<file path="config.mk">
export PLATFORM = sky130hd
export DESIGN_NAME = fetch_stage
export DESIGN_NICKNAME = d
export VERILOG_FILES = /design/src/rtl/fetch_stage.sv
export SDC_FILE = /design/constraint.sdc
export NUM_CORES = 1
export LEC_CHECK = 0
export ABC_AREA = 0
export BUFFER_PORTS_ARGS = -buffer_cell sky130_fd_sc_hd__buf_2
export CAP_MARGIN = 20
export CORE_MARGIN = 3
export CORE_UTILIZATION = 51
export CTS_CLUSTER_SIZE = 20
export DETAILED_ROUTE_END_ITERATION = 16
export GPL_ROUTABILITY_DRIVEN = 1
export GPL_TIMING_DRIVEN = 0
export PLACE_DENSITY = 0.77
export SYNTH_ARGS = -nofsm -noshare
export SYNTH_HDL_FRONTEND = slang
export SYNTH_SLANG_ARGS = --single-unit
</file>
<file path="constraint.sdc">
create_clock -name clk -period 2.2 [get_ports clk]
set_clock_uncertainty 0.1 [all_clocks]
set_input_delay 0.22 -clock clk [delete_from_list [all_inputs] [get_ports clk]]
set_output_delay 0.22 -clock clk [all_outputs]
set_load 0.05 [all_outputs]
</file>
<file path="src/rtl/fetch_stage.sv">
// Instruction fetch stage: one outstanding imem read, output register plus one-entry skid buffer.
// Optional perf counters (perf_fetched, perf_squashed) are enabled by defining FETCH_PERF_CNT_EN.
module fetch_stage #(
    parameter int                ADDR_W   = 32,
    parameter logic [ADDR_W-1:0] START_PC = ADDR_W'(32'h0000_0040)
) (
    input  logic              clk,
    input  logic              reset,
    output logic              imem_req,
    output logic [ADDR_W-1:0] imem_addr,
    input  logic              imem_ack,
    input  logic [31:0]       imem_rdata,
    input  logic              redirect_valid,
    input  logic [ADDR_W-1:0] redirect_pc,
    input  logic              stall,
    output logic              inst_valid,
    output logic [31:0]       inst_word,
    output logic [ADDR_W-1:0] inst_pc,
    output logic [ADDR_W-1:0] inst_pc_plus4
`ifdef FETCH_PERF_CNT_EN
   ,output logic [31:0]       perf_fetched,
    output logic [15:0]       perf_squashed
`endif
);

    typedef enum logic [1:0] {S_IDLE, S_REQ, S_DRAIN} state_e;

    state_e            state_q, state_d;
    logic [ADDR_W-1:0] pc_q, pc_d;
    logic [ADDR_W-1:0] addr_q, addr_d;
    logic              req_q, req_d;
    logic              out_valid_q, out_valid_d;
    logic [31:0]       out_word_q, out_word_d;
    logic [ADDR_W-1:0] out_pc_q, out_pc_d;
    logic [ADDR_W-1:0] out_pc4_q, out_pc4_d;
    logic              skid_valid_q, skid_valid_d;
    logic [31:0]       skid_word_q, skid_word_d;
    logic [ADDR_W-1:0] skid_pc_q, skid_pc_d;

    logic              ack;
    logic              out_free;
    logic [ADDR_W-1:0] addr_plus4;

    assign ack        = req_q && imem_ack;
    assign out_free   = !out_valid_q || !stall;
    assign addr_plus4 = addr_q + ADDR_W'(4);

    always_comb begin
        // NOTE: every _d gets its hold value first so no path through this block can infer a latch.
        state_d      = state_q;
        pc_d         = pc_q;
        addr_d       = addr_q;
        req_d        = req_q;
        out_valid_d  = out_valid_q;
        out_word_d   = out_word_q;
        out_pc_d     = out_pc_q;
        out_pc4_d    = out_pc4_q;
        skid_valid_d = skid_valid_q;
        skid_word_d  = skid_word_q;
        skid_pc_d    = skid_pc_q;

        if (out_free) begin
            out_valid_d = 1'b0;
            if (skid_valid_q) begin
                out_valid_d  = 1'b1;
                out_word_d   = skid_word_q;
                out_pc_d     = skid_pc_q;
                out_pc4_d    = skid_pc_q + ADDR_W'(4);
                skid_valid_d = 1'b0;
            end
        end

        case (state_q)
            S_IDLE: begin
                if (!skid_valid_q) begin
                    state_d = S_REQ;
                    req_d   = 1'b1;
                    addr_d  = pc_q;
                end
            end
            S_REQ: begin
                if (ack) begin
                    pc_d = addr_plus4;
                    if (out_free && !skid_valid_q) begin
                        out_valid_d = 1'b1;
                        out_word_d  = imem_rdata;
                        out_pc_d    = addr_q;
                        out_pc4_d   = addr_plus4;
                        addr_d      = addr_plus4;
                    end else begin
                        // Decode is blocked: park the word and stop fetching until the skid drains.
                        skid_valid_d = 1'b1;
                        skid_word_d  = imem_rdata;
                        skid_pc_d    = addr_q;
                        state_d      = S_IDLE;
                        req_d        = 1'b0;
                    end
                end
            end
            S_DRAIN: begin
                if (ack) begin
                    state_d = S_IDLE;
                    req_d   = 1'b0;
                end
            end
            default: begin
                state_d = S_IDLE;
                req_d   = 1'b0;
            end
        endcase

        if (redirect_valid) begin
            pc_d         = redirect_pc & ~ADDR_W'(3);
            out_valid_d  = 1'b0;
            skid_valid_d = 1'b0;
            addr_d       = addr_q;
            if (state_q == S_REQ && !ack) begin
                state_d = S_DRAIN;
                req_d   = 1'b1;
            end else if (state_q != S_DRAIN) begin
                state_d = S_IDLE;
                req_d   = 1'b0;
            end
        end
    end

    always_ff @(posedge clk) begin
        // NOTE: state registers use non-blocking assignments so all flops update from pre-edge values.
        if (reset) begin
            state_q      <= S_IDLE;
            pc_q         <= START_PC;
            addr_q       <= '0;
            req_q        <= 1'b0;
            out_valid_q  <= 1'b0;
            out_word_q   <= '0;
            out_pc_q     <= '0;
            out_pc4_q    <= '0;
            skid_valid_q <= 1'b0;
            skid_word_q  <= '0;
            skid_pc_q    <= '0;
        end else begin
            state_q      <= state_d;
            pc_q         <= pc_d;
            addr_q       <= addr_d;
            req_q        <= req_d;
            out_valid_q  <= out_valid_d;
            out_word_q   <= out_word_d;
            out_pc_q     <= out_pc_d;
            out_pc4_q    <= out_pc4_d;
            skid_valid_q <= skid_valid_d;
            skid_word_q  <= skid_word_d;
            skid_pc_q    <= skid_pc_d;
        end
    end

    assign imem_req      = req_q;
    assign imem_addr     = addr_q;
    assign inst_valid    = out_valid_q;
    assign inst_word     = out_word_q;
    assign inst_pc       = out_pc_q;
    assign inst_pc_plus4 = out_pc4_q;

`ifdef FETCH_PERF_CNT_EN
    logic [31:0] perf_fetched_q;
    logic [15:0] perf_squashed_q;
    logic        consume;
    logic [1:0]  squash_inc;
    logic [16:0] squash_sum;

    // Up to three squash events per cycle: dropped ack data, flushed output, flushed skid.
    assign consume    = out_valid_q && !stall;
    assign squash_inc = 2'(ack && (state_q == S_DRAIN || redirect_valid))
                      + 2'(out_valid_q && stall && redirect_valid)
                      + 2'(skid_valid_q && redirect_valid);
    assign squash_sum = {1'b0, perf_squashed_q} + 17'(squash_inc);

    always_ff @(posedge clk) begin
        if (reset) begin
            perf_fetched_q  <= '0;
            perf_squashed_q <= '0;
        end else begin
            if (consume && perf_fetched_q != '1)
                perf_fetched_q <= perf_fetched_q + 32'd1;
            perf_squashed_q <= squash_sum[16] ? '1 : squash_sum[15:0];
        end
    end

    assign perf_fetched  = perf_fetched_q;
    assign perf_squashed = perf_squashed_q;
`endif

endmodule

</file>
# ---- Yosys cells after proc, flatten, opt, wreduce, memory -nomap -nowiden
# Index checks and enable logic that the tools add are counted.
dict set report word_totals {
  regBits 229
  in_bits 69
  out_inout_bits 130
  wordCells 86
}
dict set report op_classes {
  n_addsub 2
  n_eq_ne 6
  n_mux 47
  n_reduce_logical 17
  bitwise_logic 2
}
# operator n
set op_table {}
lappend op_table {{two-way mux 32 bit} 21}
lappend op_table {{adder 32 x 3 -> 32 bit, second input constant} 2}
lappend op_table {{one-hot mux 32 bit (2 select lines)} 1}
lappend op_table {{two-way mux 1 bit} 16}
lappend op_table {{two-way mux 2 bit} 7}
lappend op_table {{inequality test 2 bit, second input constant} 4}
lappend op_table {{one-hot mux 2 bit (3 select lines)} 1}
lappend op_table {{nonzero test 2 bit} 3}
lappend op_table {{AND reduction 5 bit} 1}
lappend op_table {{logical NOT 1 bit} 4}
lappend op_table {{AND reduction 2 bit} 2}
lappend op_table {{logical AND 1 bit} 3}
lappend op_table {{one-hot mux 1 bit (3 select lines)} 1}
lappend op_table {{AND reduction 3 bit} 1}
lappend op_table {{== test 2 x 1 -> 1 bit, second input constant} 1}
lappend op_table {{== test 2 bit, second input constant} 1}
lappend op_table {{logical NOT 2 bit} 1}
lappend op_table {{inverter 1 bit} 2}
lappend op_table {{OR reduction 2 bit} 1}
lappend op_table {{logical OR 1 bit} 1}

# ---- Depth between registers and ports, before layout
# Gate-level depths: netlist (run 1).
dict set report depth {
  depth_word 9
  depth_mapped 9
  mapped_depth_nobuf 6
}

# ---- Worst setup path after synthesis (run 1)
# OpenSTA, ideal clock, no wires.
dict set report synth_timing {
  path_type {reg2reg}
  from {register addr_q[5], in the netlist imem_addr[5]}
  to {register out_pc4_q[31], in the netlist inst_pc_plus4[31]}
  required_ns 1.981
  setup_ns 0.119
  path_slack_ns -0.701
  period_less_slack_ns 2.901
  path_buffers 1
  arrival_ns 2.682
  path_stages_with_launch 7
  cell_sequence {dfxtp_1 -> buf_2 -> nand4_1 -> or4_2 -> or4_4 -> xnor2_1 -> o221a_2}
}
dict set report synth_between {
  elab_chain_cells 4
}
# item line
set synth_lines {}
lappend synth_lines {{start: declaration} 30} ;# logic [ADDR_W-1:0] addr_q, addr_d;
lappend synth_lines {{start signal: assignment} 144} ;# addr_q <= addr_d;
lappend synth_lines {{adder 32 x 3 -> 32 bit} 46} ;# assign addr_plus4 = addr_q + ADDR_W'(4);
lappend synth_lines {{two-way mux 32 bit} 84} ;# if (out_free && !skid_valid_q) begin
lappend synth_lines {{two-way mux 32 bit} 82} ;# if (ack) begin
lappend synth_lines {{two-way mux 32 bit} 73} ;# case (state_q)
lappend synth_lines {{end signal: assignment} 149} ;# out_pc4_q <= out_pc4_d;
lappend synth_lines {{end: declaration} 35} ;# logic [ADDR_W-1:0] out_pc4_q, out_pc4_d;
# Every way passes these cells.
# A chain may end at the register's enable or synchronous reset.

# ---- Worst setup path in the final report (run 1)
dict set report layout_timing {
  from {register addr_q[9], in the netlist imem_addr[9]}
  to {register addr_q[29], in the netlist imem_addr[29]}
}
dict set report layout_between {
  elab_chain_cells 4
}
# item line
set layout_lines {}
lappend layout_lines {{adder 32 x 3 -> 32 bit} 46}
lappend layout_lines {{two-way mux 32 bit} 84}
lappend layout_lines {{two-way mux 32 bit} 82}
lappend layout_lines {{one-hot mux 32 bit (2 select lines)} 73}
# Every way passes these cells. The select of a mux whose other input is x is not followed.

==> out/qor.csv, run 1 <==
stage,metric,value,unit
hold_path,hp-start,redirect_valid,
timing,min_period_over_period,107,%
worst_setup_path,critPathMaxStageDelay,0.57,ns
synthesis,muxShareOfSynthArea,1.24,%
worst_setup_path,crit_chain,"nand4_4, or4_4, or3_4, or4_1, a31oi_1",
finish,final_layout_size_suffix_gt1_share,25.1,%
worst_setup_path,crit_type,flip-flop to flip-flop,
route,vias,12727,
synthesis,synthesis.area,0.0108,mm2
worst_setup_path,timing.rr.end,imem_addr[29],
grt,track_usage,36.4,%
timing,fmax,427,MHz
synthesis,ys_async_sr_fraction,0,%
worst_setup_path,reg2reg_depth,5,
timing,slew_headroom,29.7,%
hold_path,hp-class,input pin to flip-flop,
worst_setup_path,worstSetupEndpointType,flip-flop,
worst_setup_path,crit_path_start_kind,flip-flop,
clocking,clk_latency,0.53,ns
floorplan,pin_count,199,
clocking,cts_tree,built,
timing,rsz0062_at_grt,true,
timing,timing.setup.tns,-1.25,ns
floorplan,start_util,52.6,%
placed_design,dpl.hpwl,29800,um
clocking,cts_inserted_buffers,25,
synthesis,synth_simple_gate_area_share,26.5,%
floorplan,dieArea,0.0230,mm2
synthesis,synth_top_flop_cell,dfxtp_1,
synthesis,synth-xor-area-share,3.40,%
finish,antenna_cells,0,
synthesis,synthAdderAreaFrac,0.231,%
synthesis,synth-compound-area-share,20.9,%
grt,grt_overflow,0,
synthesis,synth_edf_count,0,
grt,grt_pass1_vias,11849,
route,ant_nets,0,
synthesis,seq_area_frac_synth,42.4,%
worst_setup_path,required,2.54,ns
clocking,clock-sinks,229,
clocking,cts_htree_levels,1,
floorplan,num_rows,52,
synthesis,synth_top_area_cell,dfxtp_1,
timing,hold_viol_final,0,
timing,setup_ws,-0.144,ns
flow_run,cap_violations,0,
route,top_layer,met4,
finish,stdcell_count,2024,
route,wl_met3,5440,um
status,status,"finished, violations left",
synthesis,synth_common_cells,"nand2_1 (331), dfxtp_1 (229), nor2_1 (138)",
worst_setup_path,worst-path-max-fanout,4,
route,routedWlPerCell,21.6,um
finish,postLayoutCoreUtil,70.4,%
grt,grt_pass1_wl,65200,um
grt,antenna_found_initial,0,
power,powerDensity,675,mW/mm2
synthesis,yosysTopAreaCellShare,42.4,%
route,met1_length,16600,um
floorplan,core-area,0.0206,mm2
timing,final_max_slew_viol_count,0,
worst_setup_path,reg2reg_slack,-0.14,ns
route,dr_wl_met2,19100,um
floorplan,die_height,152,um
timing,period_minus_slack,2.34,ns
hold_path,min_to,imem_addr[27],
finish,nNetsFinal,1809,
worst_setup_path,crit_arrival,2.68,ns
worst_setup_path,r2r_start,imem_addr[9],
placed_design,dp_cells,1885,
worst_setup_path,cp.buffers_inverters,0,
route,wl,43700,um
worst_setup_path,crit_slowest_cell,or4_4,
synthesis,ys_warn_count,0,
timing,setup_viol,18,
route,dr.first_iter.drc_count,1732,
finish,area_growth,33.7,%
grt,grt_max_degree,14,
power,ir_drop,0.618,mV
synthesis,synth_top_family_by_area,simple AND/OR/NAND/NOR gates,
placed_design,gp_congestion,1.02,
synthesis,syn_nets,1490,
timing,tightest_slew,1.05,ns
clocking,root_buffer,clkbuf_16,
status,violations,setup timing,
clocking,clk_path_buf_depth,3,
route,drc,0,
synthesis,synth-seq-cells,229,
placed_design,port_buffers,196,
worst_setup_path,crit_family,simple AND/OR/NAND/NOR gates,
route,vias_per_cell,6.29,
synthesis,syn_inst,1419,
floorplan,die_w,152,um
route,dr.pass1.iters,8,
synthesis,synth_cell_types,66,
synthesis,syn_avg_cell_area,7.62,um2
worst_setup_path,path_depth,5,
clocking,clk_pin_slew_worst_paths,0.06,ns
synthesis,synthTopCellsByArea,"dfxtp_1 (42%), nand2_1 (11%), a21oi_1 (6.1%)",
power,p_leak,5.75,nW
hold_path,min_path_cells,5,
synthesis,synth_most_common_cell,nand2_1,
[where the power goes]
group	switching (W)	total, W	internal, W
Clock	0.00174	0.00428	0.00254
Sequential	0.000103	0.00434	0.00424
Combinational	0.000770	0.00114	0.000368
Total	0.00261	0.00976	0.00715
[worst reg2reg max path, stage by stage (launching register included)]
cell and delay, ns:
dfxtp_4 0.38, nand4_4 0.15, or4_4 0.57, or3_4 0.40
or4_1 0.48, a31oi_1 0.18
[worst max path at each step]
stage	startpoint	endpoint	slack [ns]
global route	imem_addr[9]	imem_addr[29]	-0.19
finish	imem_addr[9]	imem_addr[29]	-0.14
CTS	imem_addr[6]	inst_pc_plus4[31]	-0.21
detailed placement	state_q[0]	inst_pc_plus4[23]	-0.84
global placement	imem_ack	inst_pc[19]	-0.82
floorplan	imem_addr[9]	imem_addr[29]	-0.34
[layout by cell type, fill, tap and decap left out, drive strengths merged, types with 8 or more instances in the layout]
cell           n
nand2b        12
and2           9
a31oi         11
buf          259
nand4         28
nor2         138
a311oi        62
xor2          20
dlygate4sd3   64
xnor2         22
nor3          22
o211ai        12
clkbuf       136
and4           8
dfxtp        229
nor4          17
nand2        331
a221oi        12
o32ai         14
a211oi        10
nand3         34
and3          20
a21oi        131
o21ai         42
inv           18
mux2i         10
[flip-flops by register name (all words and copies together), names as in the netlist]
register,cells
state_q,2
imem_addr,32
inst_valid,1
inst_pc_plus4,32
inst_pc,32
imem_req,1
skid_pc_q,32
skid_word_q,32
pc_q,32
inst_word,32
skid_valid_q,1
[per-stage QoR]
stage / worst slack [ns] / cell area [um2] / hold WS, ns / power [W]
floorplan: -0.340 / 11000 / 0.216 / 0.00504
global placement: -0.819 / 12300 / 0.336 / 0.00539
detailed placement: -0.840 / 12300 / 0.339 / 0.00540
CTS: -0.207 / 14200 / 0.0784 / 0.00969
global route: -0.192 / 14500 / 0.147 / 0.00993
finish: -0.144 / 14500 / 0.0913 / 0.00976
[logic make-up (layout without fill, tap and decap cells)]
group / count (synthesis) / after routing
AND/OR/NAND/NOR: 643 / 643
buffers and inverters: 150 / 485
flip-flops: 229 / 229
XOR/XNOR: 42 / 42
AO/OA/AOI/OAI: 340 / 340
multiplexers: 13 / 13
adder cells (fa/ha/maj): 2 / 2
[per-layer routing]
| metal | vias to the layer above | track usage, % |
|---|---|---|
| li1 | 5655 | - |
| met1 | 5900 | 48.0 |
| met2 | 963 | 57.2 |
| met3 | 209 | 7.23 |
| met4 | 0 | 17.8 |
| met5 | - | 0 |
[what timing repair did]
action,4_1_cts,5_1_grt
endpoints found under the setup margin,215,191
pin swaps,22,26
hold buffers,64,0
gates cloned,0,0
buffers inserted,35,18
endpoints found under the hold margin,97,0
resized for setup,94,81
[layout make-up]
type                       count  area (um2)
tap                          270         338
fill                        1665        6090
inverter                      18        67.6
clock buffer                  35         733
buffer                       112         532
multi-input combinational   1040        6020
sequential                   229        4670
timing repair buffer         312        2020
clock inverter                 8        93.8
Note: power is estimated with default switching activity, not from simulation.
==> run 2, diff against run 1 <==
--- a/config.mk
+++ b/config.mk
@@ -5,10 +5,9 @@
 export SDC_FILE = /design/constraint.sdc
 export NUM_CORES = 1
 export LEC_CHECK = 0
-export ABC_AREA = 0
+export ABC_AREA = 1
 export BUFFER_PORTS_ARGS = -buffer_cell sky130_fd_sc_hd__buf_2
 export CAP_MARGIN = 20
-export CORE_MARGIN = 3
 export CORE_UTILIZATION = 51
 export CTS_CLUSTER_SIZE = 20
 export DETAILED_ROUTE_END_ITERATION = 16
==> run 2 against run 1 <==
  * The run now ends clean
  * Count of clock-buffer cells in the layout fell by 2
  * Register-to-register slack improved by 0.21 ns
  * Final area fell by 6.3%
==> out/qor.csv, run 2 <==
stage,metric,value,unit,change
worst_setup_path,reg2reg_slack,0.06,ns,was -0.14 ns
synthesis,synth_top_area_cell,dfxtp_1,,unchanged
clocking,clk_latency,0.52,ns,was 0.53 ns
timing,setup_viol,0,,was 18
clocking,clk_pin_slew_worst_paths,0.06,ns,about the same
grt,grt_pass1_wl,65800,um,"was 65,200 um"
power,powerDensity,723,mW/mm2,was 675 mW/mm2
floorplan,dieArea,0.0217,mm2,was 0.0230 mm2
power,ir_drop,0.644,mV,was 0.618 mV
worst_setup_path,crit_slowest_cell,dfxtp_1,,was or4_4
grt,antenna_found_initial,0,,unchanged
route,dr.pass1.iters,6,,was 8
timing,fmax,468,MHz,was 427 MHz
worst_setup_path,crit_path_start_kind,flip-flop,,unchanged
synthesis,synth_top_flop_cell,dfxtp_1,,unchanged
grt,track_usage,39.5,%,was 36.4%
worst_setup_path,crit_type,flip-flop to flip-flop,,unchanged
route,wl,43800,um,"was 43,700 um"
grt,met3_usage,7.31,%,was 7.23%
synthesis,syn_avg_cell_area,7.04,um2,was 7.62 um2
clocking,cts_inserted_buffers,25,,unchanged
route,vias,12205,,"was 12,727"
grt,grt.met1_usage,49.6,%,was 48.0%
synthesis,synth_most_common_cell,nand2_1,,unchanged
timing,min_period_over_period,97.1,%,was 107%
placed_design,dp_slack,-0.129,ns,was -0.840 ns
synthesis,ys_warn_count,0,,unchanged
synthesis,syn_inst,1533,,"was 1,419"
timing,final_max_slew_viol_count,0,,unchanged
synthesis,synth_edf_count,0,,unchanged
flow_run,cap_violations,0,,unchanged
timing,setup_ws,0.0629,ns,was -0.144 ns
route,dr.first_iter.drc_count,1145,,"was 1,732"
floorplan,pin_count,199,,unchanged
worst_setup_path,required,2.51,ns,was 2.54 ns
synthesis,synthesis.area,0.0108,mm2,about the same
finish,design_area,0.0136,mm2,was 0.0145 mm2
timing,period_minus_slack,2.14,ns,was 2.34 ns
grt,grt_pass1_vias,11582,,"was 11,849"
synthesis,syn_nets,1604,,"was 1,490"
finish,area_growth,25.7,%,was 33.7%
placed_design,postPlaceCellArea,0.0121,mm2,was 0.0123 mm2
worst_setup_path,worstSetupEndpointType,flip-flop,,unchanged
worst_setup_path,crit_arrival,2.45,ns,was 2.68 ns
clocking,cts_tree,built,,unchanged
placed_design,dpl.hpwl,32200,um,"was 29,800 um"
timing,slew_headroom,44.5,%,was 29.7%
worst_setup_path,worst-path-max-fanout,10,,was 4
placed_design,dp_cells,1997,,"was 1,885"
timing,hold_ws,0.127,ns,was 0.0913 ns
synthesis,yosysTopAreaCellShare,42.5,%,was 42.4%
floorplan,start_util,52.6,%,about the same
timing,tightest_slew,0.833,ns,was 1.05 ns
hold_path,hp-class,input pin to flip-flop,,unchanged
synthesis,synth_common_cells,"nand2_1 (342), dfxtp_1 (229), nor2_1 (190)",,"was nand2_1 (331), dfxtp_1 (229), nor2_1 (138)"
floorplan,die_height,147,um,was 152 um
synthesis,synth_cell_types,47,,was 66
grt,met2_usage,65.6,%,was 57.2%
timing,hold_viol_final,0,,unchanged
timing,timing.setup.tns,0,ns,was -1.25 ns
synthesis,ys_async_sr_fraction,0,%,unchanged
synthesis,seq_area_frac_synth,42.5,%,was 42.4%
finish,nFillCells,1829,,"was 1,665"
finish,final_cell_mix,"nand2_1 (341), buf_2 (232), dfxtp_1 (222), nor2_1 (190), o21ai_0 (177)",,"was nand2_1 (328), buf_2 (204), dfxtp_1 (201), nor2_1 (133), a21oi_1 (130)"
clocking,root_buffer,clkbuf_16,,unchanged
clocking,clk_path_buf_depth,3,,unchanged
floorplan,core-area,0.0205,mm2,was 0.0206 mm2
finish,antenna_cells,0,,unchanged
clocking,clock-sinks,229,,unchanged
power,p_leak,5.72,nW,was 5.75 nW
finish,stdcell_count,2108,,"was 2,024"
worst_setup_path,crit_chain,"inv_2, nand2_1, nand2_1, nor2_4, inv_2, clkbuf_1, nor2_1, nor2_1",,"was nand4_4, or4_4, or3_4, or4_1, a31oi_1"
route,vias_per_cell,5.79,,was 6.29
route,ant_nets,0,,unchanged
grt,grt-busiest-layer,met2,,unchanged
placed_design,port_buffers,194,,was 196
status,status,finished clean,,"was finished, violations left"
finish,nNetsFinal,1892,,"was 1,809"
grt,grt_max_degree,14,,unchanged
synthesis,synthTopCellsByArea,"dfxtp_1 (42%), nand2_1 (12%), o21ai_0 (8.5%)",,"was dfxtp_1 (42%), nand2_1 (11%), a21oi_1 (6.1%)"
floorplan,num_rows,52,,unchanged
grt,grt_overflow,0,,unchanged
placed_design,gp_congestion,0.956,,was 1.02
finish,layout_commonest_cell,nand2_1,,unchanged
clocking,cts_htree_levels,1,,unchanged
synthesis,synth-seq-cells,229,,unchanged
worst_setup_path,critPathMaxStageDelay,0.45,ns,was 0.57 ns
floorplan,die_w,147,um,was 152 um
route,drc,0,,unchanged
finish,final_layout_size_suffix_gt1_share,19.0,%,was 25.1%
route,routedWlPerCell,20.8,um,was 21.6 um
-- run 2: cell types whose count changed in the layout (fill, tap and decap cells not counted), sizes merged, moves of 16 or more --
| cell | before | now |
|---|---|---|
| a22oi | 1 | 17 |
| a311oi | 62 | 1 |
| nand2 | 331 | 349 |
| buf | 259 | 238 |
| nand3 | 34 | 59 |
| xnor2 | 22 | 3 |
| a31oi | 11 | 69 |
| clkbuf | 136 | 91 |
| nor2 | 138 | 213 |
| inv | 18 | 85 |
| and3 | 20 | 0 |
| o21ai | 42 | 195 |
-- run 2: cell families (layout without fill, tap and decap cells) --
group,count (synthesis),count (layout),synth area share [%]
AOI/OAI and AO/OA,436,436,22.2
xor gates and xnor gates,15,15,1.63
adders and majority gates,2,2,0.232
buffers and inverters,185,490,6.97
DFF,229,229,42.5
muxes,1,1,0.0928
and+or+nand+nor,665,665,26.4
-- run 2: through the flow --
step / total power, W / util [%]
after global placement: 0.00568 / 59.0
after CTS: 0.00976 / 66.0
after floorplan: 0.00524 / -
after global routing: 0.0101 / 66.2
after detailed placement: 0.00569 / 59.0
final: 0.00981 / 66.2
-- run 2: repair_timing --
item	in CTS	in global routing
hold endpoints to repair	97	0
pin swaps	0	1
hold buffers	64	0
buffers inserted	0	3
endpoints found under the setup margin	6	28
gates resized for setup	4	21
-- run 2: power breakdown --
part | total (W) | internal, W | switching (W)
logic | 0.00127 | 0.000382 | 0.000889
clock network | 0.00406 | 0.00233 | 0.00173
registers | 0.00448 | 0.00427 | 0.000205
total | 0.00981 | 0.00698 | 0.00282
-- run 2: critical path, delay by kind of cell (launching register included) --
family / cells / cell delay (ns)
buffers and inverters: 3 / 0.62
flip-flops: 1 / 0.45
AND/OR/NAND/NOR: 5 / 0.85
-- run 2: final timing paths --
kind / start / end / depth (start not counted)
max reg2reg: skid_valid_q / skid_word_q[29] / 8
min: reset / imem_addr[15] / 4
min reg2reg: skid_word_q[15] / inst_word[15] / 2
max: skid_valid_q / skid_word_q[29] / 8
-- run 2: layout make-up --
type,count,area [um2],area share (%)
multi-input cells,1119,5460,40.3
flip-flops and latches,229,4590,33.9
repair buffers,261,1630,12.0
clock buffers,33,696,5.13
plain buffers,99,437,3.22
well taps,270,338,2.49
inverters,86,323,2.38
clock inverters,11,80.1,0.590
-- run 2: routing by layer --
layer	vias to the layer above	wire, um
li1	5739	-
met1	5603	17100
met2	739	20100
met3	124	4690
met4	0	1870
met5	-	0
==> run 3, diff against run 2 <==
--- a/config.mk
+++ b/config.mk
@@ -13,7 +13,7 @@
 export DETAILED_ROUTE_END_ITERATION = 16
 export GPL_ROUTABILITY_DRIVEN = 1
 export GPL_TIMING_DRIVEN = 0
-export PLACE_DENSITY = 0.77
+export PLACE_DENSITY_LB_ADDON = 0.3
 export SYNTH_ARGS = -nofsm -noshare
 export SYNTH_HDL_FRONTEND = slang
 export SYNTH_SLANG_ARGS = --single-unit
==> run 3 against run 2 <==
  * Sequential share of layout area increased by 0.14 points
  * Maximum frequency increased by 0.13%
  * Core utilization decreased by 0.24 points
  * Clock power decreased by 5%
  * Count of clock-buffer cells in the layout increased by 6
  * Worst hold slack got worse by 0.012 ns
  * Final area decreased by 0.36%
  * Power decreased by 2.2%
==> out/qor.csv, run 3 (synthesis gave the netlist of run 2 again) <==
stage,metric,value,unit,change
status,status,finished clean,,unchanged
worst_setup_path,required,2.50,ns,was 2.51 ns
placed_design,dpl.hpwl,30700,um,"was 32,200 um"
clocking,cts_tree,built,,unchanged
clocking,cts_htree_levels,1,,unchanged
hold_path,min_path_cells,3,,was 4
worst_setup_path,worstSetupEndpointType,flip-flop,,unchanged
finish,area_growth,25.2,%,was 25.7%
grt,track_usage,37.8,%,was 39.5%
floorplan,pin_count,199,,unchanged
worst_setup_path,reg2reg_depth,9,,was 8
route,dr.first_iter.drc_count,1563,,"was 1,145"
timing,setup_viol,0,,unchanged
finish,final_layout_size_suffix_gt1_share,18.5,%,was 19.0%
floorplan,start_util,52.6,%,unchanged
power,pwr-share-comb,13.1,%,was 13.0%
finish,final_cell_mix,"nand2_1 (341), buf_2 (232), dfxtp_1 (220), nor2_1 (188), o21ai_0 (181)",,"was nand2_1 (341), buf_2 (232), dfxtp_1 (222), nor2_1 (190), o21ai_0 (177)"
clocking,clk_path_buf_depth,3,,unchanged
placed_design,port_buffers,194,,unchanged
timing,hold_viol_final,0,,unchanged
floorplan,dieArea,0.0217,mm2,unchanged
power,powerDensity,710,mW/mm2,was 723 mW/mm2
grt,grt_max_degree,13,,was 14
finish,antenna_cells,0,,unchanged
clocking,clk_latency,0.54,ns,was 0.52 ns
power,seqPwrFrac,46.6,%,was 45.7%
route,vias_per_cell,5.90,,was 5.79
finish,nNetsFinal,1890,,"was 1,892"
finish,layout_commonest_cell,nand2_1,,unchanged
worst_setup_path,crit_arrival,2.43,ns,was 2.45 ns
power,intPower,0.00684,W,was 0.00698 W
timing,tightest_slew,0.804,ns,was 0.833 ns
worst_setup_path,crit_path_start_kind,input pin,,was flip-flop
route,routedWlPerCell,20.0,um,was 20.8 um
grt,grt_pass1_vias,11384,,"was 11,582"
finish,nFillCells,1830,,"was 1,829"
clocking,cts_inserted_buffers,24,,was 25
timing,period_minus_slack,2.13,ns,was 2.14 ns
placed_design,dp_slack,-0.113,ns,was -0.129 ns
power,ir_drop,0.591,mV,was 0.644 mV
clocking,clk_pin_slew_worst_paths,0.06,ns,about the same
floorplan,core-area,0.0205,mm2,unchanged
power,p_sw,0.00275,W,was 0.00282 W
timing,final_max_slew_viol_count,0,,unchanged
route,vias,12420,,"was 12,205"
floorplan,die_w,147,um,unchanged
timing,min_period_over_period,97.0,%,was 97.1%
route,ant_nets,0,,unchanged
worst_setup_path,reg2reg_slack,0.07,ns,was 0.06 ns
power,p_leak,5.67,nW,was 5.72 nW
worst_setup_path,crit_type,input pin to flip-flop,,was flip-flop to flip-flop
flow_run,cap_violations,0,,unchanged
route,drc,0,,unchanged
grt,grt_pass1_wl,63400,um,"was 65,800 um"
power,power_frac_clock,40.3,%,was 41.4%
timing,slew_headroom,46.4,%,was 44.5%
grt,grt_overflow,0,,unchanged
placed_design,gp_congestion,0.983,,was 0.956
floorplan,num_rows,52,,unchanged
clocking,root_buffer,clkbuf_16,,unchanged
power,fin_total_pwr,0.00959,W,was 0.00981 W
hold_path,hp-class,input pin to flip-flop,,unchanged
power,switching_share,28.7,%,was 28.8%
clocking,clock-sinks,229,,unchanged
timing,fmax,469,MHz,was 468 MHz
timing,rsz0062_at_grt,false,,
route,dr.pass1.iters,7,,was 6
floorplan,die_height,147,um,unchanged
route,wl,42000,um,"was 43,800 um"
timing,setup_ws,0.0657,ns,was 0.0629 ns
worst_setup_path,worst-path-max-fanout,10,,unchanged
grt,antenna_found_initial,0,,unchanged
==> run 3: final timing paths <==
path / startpoint / end
setup / recovery: stall / inst_pc_plus4[8]
hold / removal: redirect_valid / state_q[1]
setup reg to reg: imem_addr[11] / inst_pc_plus4[22]
hold reg to reg: pc_q[5] / pc_q[5]
==> run 3: cell type report <==
type	instances	area, um2	area share, %
clock inverter	2	21.3	0.157
buffer	99	434	3.21
multi-input combinational	1119	5470	40.5
clock buffer	39	707	5.23
inverter	86	323	2.39
sequential	229	4600	34.0
tap	270	338	2.50
timing repair buffer	260	1630	12.0
==> run 3: routing by layer <==
metal / GRT usage (%) / vias to the layer above / wire, um
met5: 0 / - / 0
met4: 18.1 / 0 / 2140
met3: 5.99 / 161 / 4110
met2: 61.1 / 773 / 18800
met1: 49.3 / 5756 / 17000
li1: - / 5730 / -
==> run 3: power by group through the flow <==
stage,sequential (W),clock [W],combinational [W]
2_1_floorplan,0.00478,0,0.000460
3_3_place_gp,0.00454,0,0.00112
3_5_place_dp,0.00455,0,0.00113
4_1_cts,0.00445,0.00386,0.00122
5_1_grt,0.00447,0.00402,0.00133
6_report,0.00447,0.00387,0.00125
==> run 3: timing repair <==
item / in CTS / in global routing
endpoints found under the hold margin: 97 / 0
buffers inserted: 0 / 2
hold buffers: 64 / 0
gates resized for setup: 1 / 21
endpoints found under the setup margin: 1 / 58
pin swaps: 0 / 1
==> run 3: critical path, stage by stage <==
cell and delay [ns]:
dlygate4sd3_1 0.53, buf_2 0.12, nand2_1 0.11, nand2_1 0.10, nor2_2 0.13, inv_2 0.09, nor2_4 0.25, inv_2 0.19
clkbuf_2 0.24, o21ai_0 0.36, a21oi_1 0.07
==> run 3: metrics by stage <==
step / TNS [ns] / area (um2) / hold WS (ns) / instances / util (%)
floorplan: 0 / 10800 / 0.255 / 1533 / -
global placement: -0.114 / 12100 / 0.353 / 1997 / 59.0
detailed placement: -0.229 / 12100 / 0.360 / 1997 / 59.0
CTS: 0 / 13500 / 0.0696 / 2102 / 65.7
global route: 0 / 13500 / 0.175 / 2104 / 65.9
finish: 0 / 13500 / 0.116 / 2104 / 65.9
